$ cat config.mk
export PLATFORM = sky130hd
export DESIGN_NAME = mem_stage
export DESIGN_NICKNAME = d
export VERILOG_FILES = /design/src/rtl/mem_stage.sv
export SDC_FILE = /design/constraint.sdc
export NUM_CORES = 1
export LEC_CHECK = 0
export ABC_CLOCK_PERIOD_IN_PS = 2850
export BUFFER_PORTS_ARGS = -buffer_cell sky130_fd_sc_hd__buf_2
export CORE_UTILIZATION = 40
export DETAILED_ROUTE_END_ITERATION = 8
export PLACE_DENSITY_LB_ADDON = 0.3
export SYNTH_ARGS = -nofsm -noshare
export SYNTH_HDL_FRONTEND = slang
export SYNTH_SLANG_ARGS = --single-unit
$ cat constraint.sdc
create_clock -name clk -period 2.85 [get_ports clk]
set_input_delay 0 -clock clk [delete_from_list [all_inputs] [get_ports clk]]
set_output_delay 0 -clock clk [all_outputs]
set_load 0.05 [all_outputs]
$ cat src/rtl/mem_stage.sv
// MEM stage of the toy MIPS pipeline: lw/lb/lbu/sw/sb over a variable-latency req/ack
// data-memory port, with stall request, ack timeout and registered MEM/WB outputs.
module mem_stage #(
   parameter int ACK_TIMEOUT = 16
) (
   input  logic        clk,
   input  logic        rst_n,
   input  logic [5:0]  stall_i,
   input  logic [5:0]  op_i,
   input  logic [31:0] F_i,
   input  logic [31:0] B_i,
   input  logic        rw_en_i,
   input  logic [4:0]  rw_i,
   output logic        dmem_req_o,
   output logic        dmem_we_o,
   output logic [31:0] dmem_addr_o,
   output logic [31:0] dmem_wdata_o,
   output logic [3:0]  dmem_be_o,
   input  logic [31:0] dmem_rdata_i,
   input  logic        dmem_ack_i,
   output logic        stallreq_o,
   output logic        rw_en_o,
   output logic [4:0]  rw_o,
   output logic [31:0] wdata_o,
   output logic        addr_err_o,
   output logic        bus_err_o
);

   localparam logic [5:0] OP_LW  = 6'b100011;
   localparam logic [5:0] OP_LB  = 6'b100000;
   localparam logic [5:0] OP_LBU = 6'b100100;
   localparam logic [5:0] OP_SW  = 6'b101011;
   localparam logic [5:0] OP_SB  = 6'b101000;
   localparam int         CW     = $clog2(ACK_TIMEOUT + 1);

   typedef enum logic [1:0] {IDLE = 2'd0, REQ = 2'd1, HOLD = 2'd2} state_t;
   typedef enum logic [1:0] {LD_W = 2'd0, LD_B = 2'd1, LD_BU = 2'd2} ld_kind_t;

   state_t        state_q, state_d;
   ld_kind_t      ld_kind_q, ld_kind_d;
   logic [CW-1:0] cnt_q, cnt_d;
   logic          req_q, req_d, we_q, we_d;
   logic [31:0]   addr_q, addr_d, wdat_q, wdat_d;
   logic [3:0]    be_q, be_d;
   logic [1:0]    k_q, k_d;
   logic          is_load_q, is_load_d;
   logic [31:0]   ld_data_q, ld_data_d;
   logic          err_q, err_d;

   logic          wb_rw_en_q, wb_addr_err_q, wb_bus_err_q;
   logic [4:0]    wb_rw_q;
   logic [31:0]   wb_wdata_q;

   logic          is_lw, is_lb, is_lbu, is_sw, is_sb, is_load, is_mem, misalign;
   logic          wb_ready, wb_addr_err, wb_bus_err;
   logic [31:0]   wb_wdata;
   logic          unused_stall;

   assign unused_stall = ^stall_i[3:0];

   assign is_lw    = (op_i == OP_LW);
   assign is_lb    = (op_i == OP_LB);
   assign is_lbu   = (op_i == OP_LBU);
   assign is_sw    = (op_i == OP_SW);
   assign is_sb    = (op_i == OP_SB);
   assign is_load  = is_lw | is_lb | is_lbu;
   assign is_mem   = is_load | is_sw | is_sb;
   assign misalign = (is_lw | is_sw) & (F_i[1:0] != 2'b00);

   function automatic logic [31:0] fmt_load(input ld_kind_t kind, input logic [1:0] k,
                                            input logic [31:0] rdata);
      logic [7:0] b;
      case (k)
         2'd0:    b = rdata[7:0];
         2'd1:    b = rdata[15:8];
         2'd2:    b = rdata[23:16];
         default: b = rdata[31:24];
      endcase
      case (kind)
         LD_B:    fmt_load = {{24{b[7]}}, b};
         LD_BU:   fmt_load = {24'h000000, b};
         default: fmt_load = rdata;
      endcase
   endfunction

   always_ff @(posedge clk or negedge rst_n) begin
      if (!rst_n) begin
         state_q   <= IDLE;
         ld_kind_q <= LD_W;
         cnt_q     <= '0;
         req_q     <= 1'b0;
         we_q      <= 1'b0;
         addr_q    <= '0;
         wdat_q    <= '0;
         be_q      <= '0;
         k_q       <= '0;
         is_load_q <= 1'b0;
         ld_data_q <= '0;
         err_q     <= 1'b0;
      end else begin
         state_q   <= state_d;
         ld_kind_q <= ld_kind_d;
         cnt_q     <= cnt_d;
         req_q     <= req_d;
         we_q      <= we_d;
         addr_q    <= addr_d;
         wdat_q    <= wdat_d;
         be_q      <= be_d;
         k_q       <= k_d;
         is_load_q <= is_load_d;
         ld_data_q <= ld_data_d;
         err_q     <= err_d;
      end
   end

   always_comb begin
      state_d    = state_q;
      ld_kind_d  = ld_kind_q;
      cnt_d      = cnt_q;
      req_d      = req_q;
      we_d       = we_q;
      addr_d     = addr_q;
      wdat_d     = wdat_q;
      be_d       = be_q;
      k_d        = k_q;
      is_load_d  = is_load_q;
      ld_data_d  = ld_data_q;
      err_d      = err_q;
      stallreq_o = 1'b0;
      wb_ready   = 1'b0;
      case (state_q)
         IDLE: begin
            if (is_mem && !misalign) begin
               stallreq_o = 1'b1;
               state_d    = REQ;
               req_d      = 1'b1;
               we_d       = is_sw | is_sb;
               addr_d     = {F_i[31:2], 2'b00};
               be_d       = is_sb ? (4'b0001 << F_i[1:0]) : 4'hF;
               wdat_d     = is_sb ? {4{B_i[7:0]}} : B_i;
               k_d        = F_i[1:0];
               is_load_d  = is_load;
               ld_kind_d  = is_lb ? LD_B : (is_lbu ? LD_BU : LD_W);
               ld_data_d  = '0;
               cnt_d      = '0;
               err_d      = 1'b0;
            end else begin
               wb_ready = 1'b1;
            end
         end
         REQ: begin
            stallreq_o = 1'b1;
            // Ack is checked before expiry so a same-cycle ack completes without error.
            if (dmem_ack_i) begin
               ld_data_d = fmt_load(ld_kind_q, k_q, dmem_rdata_i);
               req_d     = 1'b0;
               state_d   = HOLD;
            end else if (cnt_q == CW'(ACK_TIMEOUT - 1)) begin
               req_d   = 1'b0;
               err_d   = 1'b1;
               state_d = HOLD;
            end else begin
               cnt_d = cnt_q + CW'(1);
            end
         end
         HOLD: begin
            wb_ready = 1'b1;
            if (!stall_i[4]) state_d = IDLE;
         end
         default: state_d = IDLE;
      endcase
   end

   assign wb_addr_err = (state_q == IDLE) & misalign;
   assign wb_bus_err  = (state_q == HOLD) & err_q;
   assign wb_wdata    = ((state_q == HOLD) && is_load_q) ? ld_data_q : F_i;

   // A result that is not ready yet enters WB as a bubble rather than a stale value.
   always_ff @(posedge clk or negedge rst_n) begin
      if (!rst_n) begin
         wb_rw_en_q    <= 1'b0;
         wb_rw_q       <= '0;
         wb_wdata_q    <= '0;
         wb_addr_err_q <= 1'b0;
         wb_bus_err_q  <= 1'b0;
      end else if (!(stall_i[4] && stall_i[5])) begin
         if (stall_i[4] || !wb_ready) begin
            wb_rw_en_q    <= 1'b0;
            wb_addr_err_q <= 1'b0;
            wb_bus_err_q  <= 1'b0;
         end else begin
            wb_rw_en_q    <= rw_en_i & ~wb_addr_err & ~wb_bus_err;
            wb_rw_q       <= rw_i;
            wb_wdata_q    <= wb_wdata;
            wb_addr_err_q <= wb_addr_err;
            wb_bus_err_q  <= wb_bus_err;
         end
      end
   end

   assign dmem_req_o   = req_q;
   assign dmem_we_o    = we_q;
   assign dmem_addr_o  = addr_q;
   assign dmem_wdata_o = wdat_q;
   assign dmem_be_o    = be_q;
   assign rw_en_o      = wb_rw_en_q;
   assign rw_o         = wb_rw_q;
   assign wdata_o      = wb_wdata_q;
   assign addr_err_o   = wb_addr_err_q;
   assign bus_err_o    = wb_bus_err_q;

endmodule

==> metrics.cfg, run 1 <==
[run_status]
outcome=completed

[sta]
tns_ns=0
rsz0062_at_grt=false
tightest_slew_ns=1.17
fin_crit_ns=2.52
setup_viol=0
max_slew_margin_pct=21.2
drv_slew=0
clock.fmax_ghz=0.397
holdWs_ns=0.0318
hold_viol=0
timing.final.crit_share_pct=88.3
fin_skew_ns=0.00738

[clocking]
cts.clk_slew.worst_paths_ns=0.07
ctsRootBufferMaster=clkbuf_16
cts_made_buffers=17
cts_max_level=4
clock_path_buffers=2
cts.sinks=153
tritoncts=yes
clock_latency_ns=0.42

[yosys]
yosysTopAreaCellShare_pct=54.6
synth_top_family_by_area=multiplexers
synth_area_leaders=dfrtp_1 (55%), mux2_2 (14%), mux2i_1 (4.7%)
ys_warn_count=0
async_flop_share_pct=100
yosysSeqAreaShare_pct=54.6
avgSynthCellArea_um2=12.9
synth-seq-cells=153
netlist_area_um2=7010
synth_mux_area_share_pct=23.2
yosysTopAreaCell=dfrtp_1
synth_fa_ha_area_share_pct=0.714
synth_top_flop_cell=dfrtp_1
synth-compound-area-share_pct=13.9
synth_cells=544
synth_edf_count=0
synth_xor_area_share_pct=0.250
synth_simple_gate_area_share_pct=3.57
synth.distinct_cells=50

[global_route]
grt_usage_pct=23.3
grt_pass1_wl_mm=32.4
antenna_found_initial=0
grt_pass1_vias=6242
gr-total-overflow=0
grt_max_degree=75

[floorplanning]
die_area_um2=18100
die_w_um=134
pin_count=228
coreArea_um2=17200
rows=48
fp.dieH_um=134
start_util_pct=40.7

[layout]
fin_nets=1005
syn_to_final_growth_pct=45.8
diodes=0
num-fill-cells=1341
drive_gt1_share_pct=43.1
final_common_cell=buf_2
final_cell_mix=buf_2 (220), dfrtp_1 (153), dlygate4sd3_1 (126)

[drt]
wl_mm=20.4
firstDrtPassIters=4
viasPerCell=5.35
wire_per_inst_um=18.2
vias=6003
drt_iter0_markers=285
remaining_drc_errors=0
ant_nets=0

[setup_path]
cp.arrival_ns=2.78
required_ns=3.12
r2r-start=state_q[1]
reg2reg_setup_slack_ns=0.43
crit_path_start=op_i[2]
cp_max_fo=12
r2r_end=ld_kind_q[0]
r2r_cells=5
worst-setup-path-type=in2reg
cp-start-kind=input port
cp-end-kind=register

[placed_design]
dp_hpwl_mm=13.1
routabilityCongestion=0.831
numPortBuffers=221

[min_path]
whs_path_depth=3
holdCritStartpoint=dmem_rdata_i[5]
worstHoldEndpoint=ld_data_q[5]
min_path_type=in2reg

[power]
ir_drop_mv=0.494
p_leak_nw=4.90
power.density_nw_per_um2=817

[run]
cap_violations=0

## how the worst max path moves through the flow
stage	cells past startpoint	slack (ns)	to
CTS	5	0.23	ld_kind_q[0]
global route	8	0.14	ld_kind_q[0]
global placement	4	0.74	ld_data_q[8]
floorplan	8	0.85	ld_data_q[23]
detailed placement	4	0.68	ld_data_q[11]
finish	7	0.33	dmem_wdata_o[30]
## kinds of logic (layout without fill, tap and decap cells)
logic type / count (synthesis) / count (layout)
flip-flops: 153 / 153
AO/OA/AOI/OAI: 142 / 142
multiplexers: 142 / 142
buffers and inverters: 52 / 404
AND/OR/NAND/NOR: 48 / 48
adder cells (fa/ha/maj): 4 / 4
XOR/XNOR: 2 / 2
other: 1 / 2
## through the flow
stage	area, um^2	util, %	std cells	total power (W)	setup WS (ns)
after CTS	10200	59.3	1122	0.00837	0.233
after global routing	10200	59.3	1122	0.00871	0.139
final	10200	59.3	1122	0.00835	0.333
after detailed placement	8330	48.4	964	0.00580	0.680
after global placement	8330	48.4	964	0.00573	0.739
after floorplan	7020	-	545	0.00503	0.849
## cell type report
type | count | area [um^2] | area share (%)
sequential | 153 | 3830 | 37.4
tap | 225 | 282 | 2.75
timing repair buffer | 359 | 2490 | 24.3
inverter | 13 | 48.8 | 0.477
clock buffer | 17 | 425 | 4.16
multi-input combinational | 340 | 2950 | 28.9
clock inverter | 15 | 200 | 1.96
## where the power goes
part           switching, W  internal (W)  leakage (nW)
Clock               0.00100       0.00141         0.302
Sequential         0.000330       0.00269          1.89
Combinational       0.00200      0.000922          2.70
Total               0.00333       0.00502          4.90
## timing repair
item | 4_1_cts | 5_1_grt
hold endpoints to repair | 212 | 0
resized for setup | 0 | 1
hold buffers | 126 | 0
endpoints found under the setup margin | 0 | 1
setup buffers | 0 | 0
## state kept, by name, summed over array words and instances, names as in the netlist, 4 cells and up
register / count
cnt_q: 5
dmem_addr_o: 30
dmem_be_o: 4
dmem_wdata_o: 32
ld_data_q: 32
rw_o: 5
wdata_o: 32
## per-layer routing
metal	GRT usage, %	up-vias	part of all wire [%]
met4	12.0	0	3.3
met2	38.9	296	48
met3	5.71	43	6.9
li1	-	2711	-
met1	28.0	2953	42
met5	0	-	0
## worst max-delay path: stages
cell           delay [ns]
dlygate4sd3_1        0.55
buf_2                0.16
nor3b_2              0.44
and3_1               0.70
mux2i_1              0.28
dlygate4sd3_1        0.57
o21ai_0              0.08
## synth_stat cells (all sizes together), types with 2 or more instances
cell / number
mux2: 109
o32ai: 7
mux2i: 33
nand2: 16
nor2: 12
a21oi: 23
xor2: 2
nand4: 2
a221oi: 7
nor2b: 2
dfrtp: 153
o21ai: 61
buf: 18
nand3b: 2
nand3: 5
o2bb2ai: 2
and3: 2
clkbuf: 21
o31ai: 3
a221o: 24
a31oi: 3
inv: 13
ha: 4
Note: power is estimated with default switching activity, not from simulation.
==> run 2: changes to the inputs <==
--- a/config.mk
+++ b/config.mk
@@ -7,6 +7,8 @@
 export LEC_CHECK = 0
 export ABC_CLOCK_PERIOD_IN_PS = 2850
 export BUFFER_PORTS_ARGS = -buffer_cell sky130_fd_sc_hd__buf_2
+export CELL_PAD_IN_SITES_DETAIL_PLACEMENT = 0
+export CELL_PAD_IN_SITES_GLOBAL_PLACEMENT = 1
 export CORE_UTILIZATION = 40
 export DETAILED_ROUTE_END_ITERATION = 8
 export PLACE_DENSITY_LB_ADDON = 0.3
==> run 2 against run 1 <==
Sequential share of layout area grew 0.42 points. Register-to-register slack better by 0.07 ns. Sequential power hardly changed. Critical endpoint is now dmem_wdata_o[28].
==> metrics.cfg, run 2 (same netlist as run 1, synthesis figures left out) <==
[setup_path]
cp-end-kind=register
required_ns=3.13
cp.arrival_ns=2.80
worst-setup-path-type=in2reg
cp-start-kind=input port
cp_max_fo=12

[layout]
final_cells=1118
syn_to_final_growth_pct=44.2
final_common_cell=buf_2
diodes=0
drive_gt1_share_pct=43.2
final_cell_mix=buf_2 (220), dfrtp_1 (153), dlygate4sd3_1 (122)
fin_area_um2=10100
fin_nets=1001

[floorplanning]
rows=48
fp.dieH_um=134
die_area_um2=18100
coreArea_um2=17200
start_util_pct=40.7
pin_count=228
die_w_um=134

[placed_design]
placed_cell_area_um2=8320
routabilityCongestion=0.828
dp_hpwl_mm=13.0
dp.cells=964
numPortBuffers=221

[drt]
ant_nets=0
wl_mm=19.9
viasPerCell=5.20
wire_per_inst_um=17.8
firstDrtPassIters=6
drt_iter0_markers=242
remaining_drc_errors=0
vias=5813

[sta]
tns_ns=0
tightest_slew_ns=1.17
clock.fmax_ghz=0.396
setup_viol=0
drv_slew=0
timing.final.crit_share_pct=88.5
holdWs_ns=0.0418
rsz0062_at_grt=false
hold_viol=0
max_slew_margin_pct=21.6
fin_crit_ns=2.52
fin_skew_ns=0.00733

[global_route]
grt_usage_pct=22.5
antenna_found_initial=0
grt_pass1_vias=6164
grt_pass1_wl_mm=31.7
gr-total-overflow=0
grt_max_degree=90

[clocking]
cts_hold_buf=122
cts_made_buffers=17
tritoncts=yes
cts_max_level=4
cts.clk_slew.worst_paths_ns=0.07
cts_resized=0
cts.sinks=153
post_cts_buffers=0
clock_latency_ns=0.41
clock_path_buffers=2
ctsRootBufferMaster=clkbuf_16

[min_path]
min_path_type=in2reg

[power]
p_leak_nw=4.84
ir_drop_mv=0.533
power.density_nw_per_um2=800

[run_status]
outcome=completed

[run]
cap_violations=0

## run 2: changes by cell type in the layout (fill, tap and decap cells not counted)
cell / previous run / this run
bufinv_16: 3 / 1
nor2_1: 10 / 11
nor2_2: 2 / 1
clkinv_2: 0 / 1
clkinv_4: 1 / 2
inv_8: 3 / 0
buf_4: 10 / 11
clkinvlp_4: 2 / 5
dlygate4sd3_1: 126 / 122
buf_12: 2 / 1
## run 2: layer usage
metal  GRT usage, %  wire (um)  share of wire, %  up-vias
met5              0          0                 0        -
met1           28.1       8800                44     2894
met3           5.22       1080               5.4       23
met4           7.68        314               1.6        0
li1               -          -                 -     2706
met2           38.3       9690                49      190
## run 2: per-stage QoR
stage | utilization (%) | worst slack [ns] | power, W
after floorplan | - | 0.849 | 0.00503
after global placement | 48.3 | 0.739 | 0.00573
after detailed placement | 48.3 | 0.672 | 0.00580
after CTS | 58.7 | 0.330 | 0.00813
after global routing | 58.7 | 0.178 | 0.00845
final | 58.7 | 0.328 | 0.00808
## run 2: cell type report
cell class              count  area (um^2)
multi-input cells         340         2950
clock inverters            15          143
fillers                  1402         7130
clock buffers              17          425
repair buffers            355         2440
inverters                  13         48.8
well taps                 225          282
flip-flops and latches    153         3830
## run 2: final timing paths
path,startpoint,endpoint,slack (ns),cells past startpoint
setup reg to reg,state_q[1],rw_en_o,0.50,6
hold reg to reg,dmem_addr_o[27],dmem_addr_o[27],0.50,1
max in group asynchronous,rst_n,dmem_addr_o[27],1.74,3
hold / removal,op_i[1],dmem_we_o,0.04,3
setup / recovery,op_i[2],dmem_wdata_o[28],0.33,7
min in group asynchronous,rst_n,rw_en_o,0.24,2
## run 2: where the power goes
part / total (W) / switching [W] / internal (W)
registers: 0.00301 / 0.000320 / 0.00269
clock network: 0.00218 / 0.000960 / 0.00122
logic: 0.00290 / 0.00198 / 0.000916
## run 2: critical path: stages
cell and delay [ns]:
dlygate4sd3_1 0.53, buf_2 0.15, nor3b_2 0.44, and3_1 0.74, mux2i_1 0.26, dlygate4sd3_1 0.57
o21ai_0 0.09
==> run 3: changes to the inputs <==
--- a/config.mk
+++ b/config.mk
@@ -9,6 +9,7 @@
 export BUFFER_PORTS_ARGS = -buffer_cell sky130_fd_sc_hd__buf_2
 export CELL_PAD_IN_SITES_DETAIL_PLACEMENT = 0
 export CELL_PAD_IN_SITES_GLOBAL_PLACEMENT = 1
+export CORE_ASPECT_RATIO = 0.5
 export CORE_UTILIZATION = 40
 export DETAILED_ROUTE_END_ITERATION = 8
 export PLACE_DENSITY_LB_ADDON = 0.3
==> run 3 against run 2 <==
Critical path depth unchanged. Register-to-register slack gained 0.08 ns. Clock skew up 0.0078 ns. Sequential cell count unchanged. Via count is 0.89% lower. Die area grew 0.18%. Combinational power shrank 1%. Cell count up 0.98%. Design area is 1.3% higher. Routed wire length fell by 2.7%.
==> metrics.cfg, run 3 (same netlist as run 1, synthesis figures left out) <==
[setup_path]
slowest_stage=and3_1
r2r_cells=6
r2r_end=rw_en_o
cpPeakStageDelay_ns=0.71
reg2reg_setup_slack_ns=0.58
cp.arrival_ns=2.75
worst-setup-path-type=in2reg
cp-start-kind=input port
crit_top_cell=dlygate4sd3_1
cp-end-kind=register
required_ns=3.12
critical_path.cell_chain=dlygate4sd3_1 -> buf_2 -> nor3b_2 -> and3_1 -> mux2i_1 -> dlygate4sd3_1 -> o21ai_0
r2r-start=state_q[1]
cp_max_fo=12

[clocking]
cts_made_buffers=17
clock_path_buffers=2
tritoncts=yes
clock_latency_ns=0.42
cts.sinks=153
cts.clk_slew.worst_paths_ns=0.06
ctsRootBufferMaster=clkbuf_16
cts_max_level=4

[drt]
firstDrtPassIters=4
wl_mm=19.3
remaining_drc_errors=0
viasPerCell=5.10
wire_per_inst_um=17.1
ant_nets=0
vias=5761
drt_iter0_markers=260

[min_path]
min_path_type=in2reg
whs_path_depth=3
worstHoldEndpoint=dmem_we_o
holdCritStartpoint=op_i[1]

[layout]
fin_nets=1008
final_core_util_pct=61.1
syn_to_final_growth_pct=46.1
final_cell_mix=buf_2 (220), dfrtp_1 (153), dlygate4sd3_1 (128)
num-fill-cells=1358
final_common_cell=buf_2
drive_gt1_share_pct=42.7

[power]
power.density_nw_per_um2=810
power_frac_seq_pct=36.3
intPower_w=0.00512
ir_drop_mv=0.565
p_leak_nw=4.90
p_sw_share_pct=38.3
p_switching_w=0.00318
power.total_w=0.00830
power_frac_clock_pct=29.2
comb_power_share_pct=34.5

[global_route]
gr-total-overflow=0
antenna_found_initial=2
grt_pass1_wl_mm=30.6
grt_usage_pct=21.8
grt_max_degree=75
grt_pass1_vias=5955

[sta]
fin_skew_ns=0.0152
drv_slew=0
tightest_slew_ns=1.15
setup_viol=0
tns_ns=0
rsz0062_at_grt=false
fin_crit_ns=2.48
hold_viol=0
max_slew_margin_pct=22.9
clock.fmax_ghz=0.403
timing.final.crit_share_pct=87.0

[floorplanning]
start_util_pct=41.8
rows=33
die_area_um2=18100
coreArea_um2=16800
die_w_um=189
fp.dieH_um=95.6
pin_count=228

[placed_design]
numPortBuffers=221
dp_hpwl_mm=12.7
routabilityCongestion=0.781

[run_status]
outcome=completed

[run]
cap_violations=0

[run 3: cell count changes in the layout (fill, tap and decap cells not counted), sizes merged]
| cell | change |
|---|---|
| dlygate4sd3 | +6 |
| inv | -6 |
| clkbuf | +4 |
| bufinv | +3 |
| clkinvlp | -2 |
| diode | +2 |
| buf | +1 |
| clkinv | +1 |
[run 3: worst max path at each step]
| stage | from | to | slack, ns | cells past startpoint |
|---|---|---|---|---|
| floorplan | ld_kind_q[0] | ld_data_q[23] | 0.85 | 8 |
| global placement | state_q[1] | ld_data_q[12] | 0.66 | 4 |
| detailed placement | state_q[1] | ld_data_q[27] | 0.64 | 4 |
| CTS | op_i[2] | dmem_wdata_o[25] | 0.41 | 7 |
| global route | op_i[2] | dmem_wdata_o[27] | 0.26 | 7 |
| finish | op_i[2] | dmem_wdata_o[27] | 0.37 | 7 |
[run 3: per-stage QoR]
stage / instances / worst slack [ns] / hold WS (ns) / cell area (um^2)
floorplan: 545 / 0.849 / -0.296 / 7020
global placement: 967 / 0.664 / 0.0817 / 8330
detailed placement: 967 / 0.635 / 0.0749 / 8330
CTS: 1127 / 0.408 / 0.0551 / 10200
global route: 1127 / 0.261 / 0.0886 / 10200
finish: 1129 / 0.372 / 0.0732 / 10200
[run 3: routing by layer]
| layer | vias to the layer above | global-route usage, % | routed length [um] | part of all wire, % |
|---|---|---|---|---|
| li1 | 2725 | - | - | - |
| met1 | 2874 | 28.1 | 8830 | 46 |
| met2 | 147 | 37.1 | 9510 | 49 |
| met3 | 15 | 5.41 | 875 | 4.5 |
| met4 | 0 | 5.85 | 135 | 0.70 |
| met5 | - | 0 | 0 | 0 |
[run 3: power groups by stage]
stage               Combinational, W  Sequential, W  Clock (W)
detailed placement           0.00274        0.00303          0
global route                 0.00303        0.00307    0.00256
CTS                          0.00288        0.00301    0.00247
finish                       0.00286        0.00301    0.00243
floorplan                   0.000771        0.00426          0
global placement             0.00271        0.00301          0
[run 3: worst max-delay path: cells and delay by family]
family | cells | cell delay, ns
compound gates | 1 | 0.07
buf+inv | 3 | 1.25
mux | 1 | 0.27
simple gates | 2 | 1.14
[run 3: timing repair]
item,4_1_cts,5_1_grt
hold endpoints to repair,214,0
setup buffers,0,0
resized for setup,0,0
hold buffers,128,0
[run 3: layout make-up]
class                      count  area (um^2)  share of cell area (%)
multi-input combinational    340         2950                    28.7
sequential                   153         3830                    37.4
clock inverter                11          170                    1.66
timing repair buffer         362         2500                    24.4
antenna                        2         5.00                  0.0488
tap                          227          284                    2.77
inverter                      13         48.8                   0.476
clock buffer                  21          460                    4.49
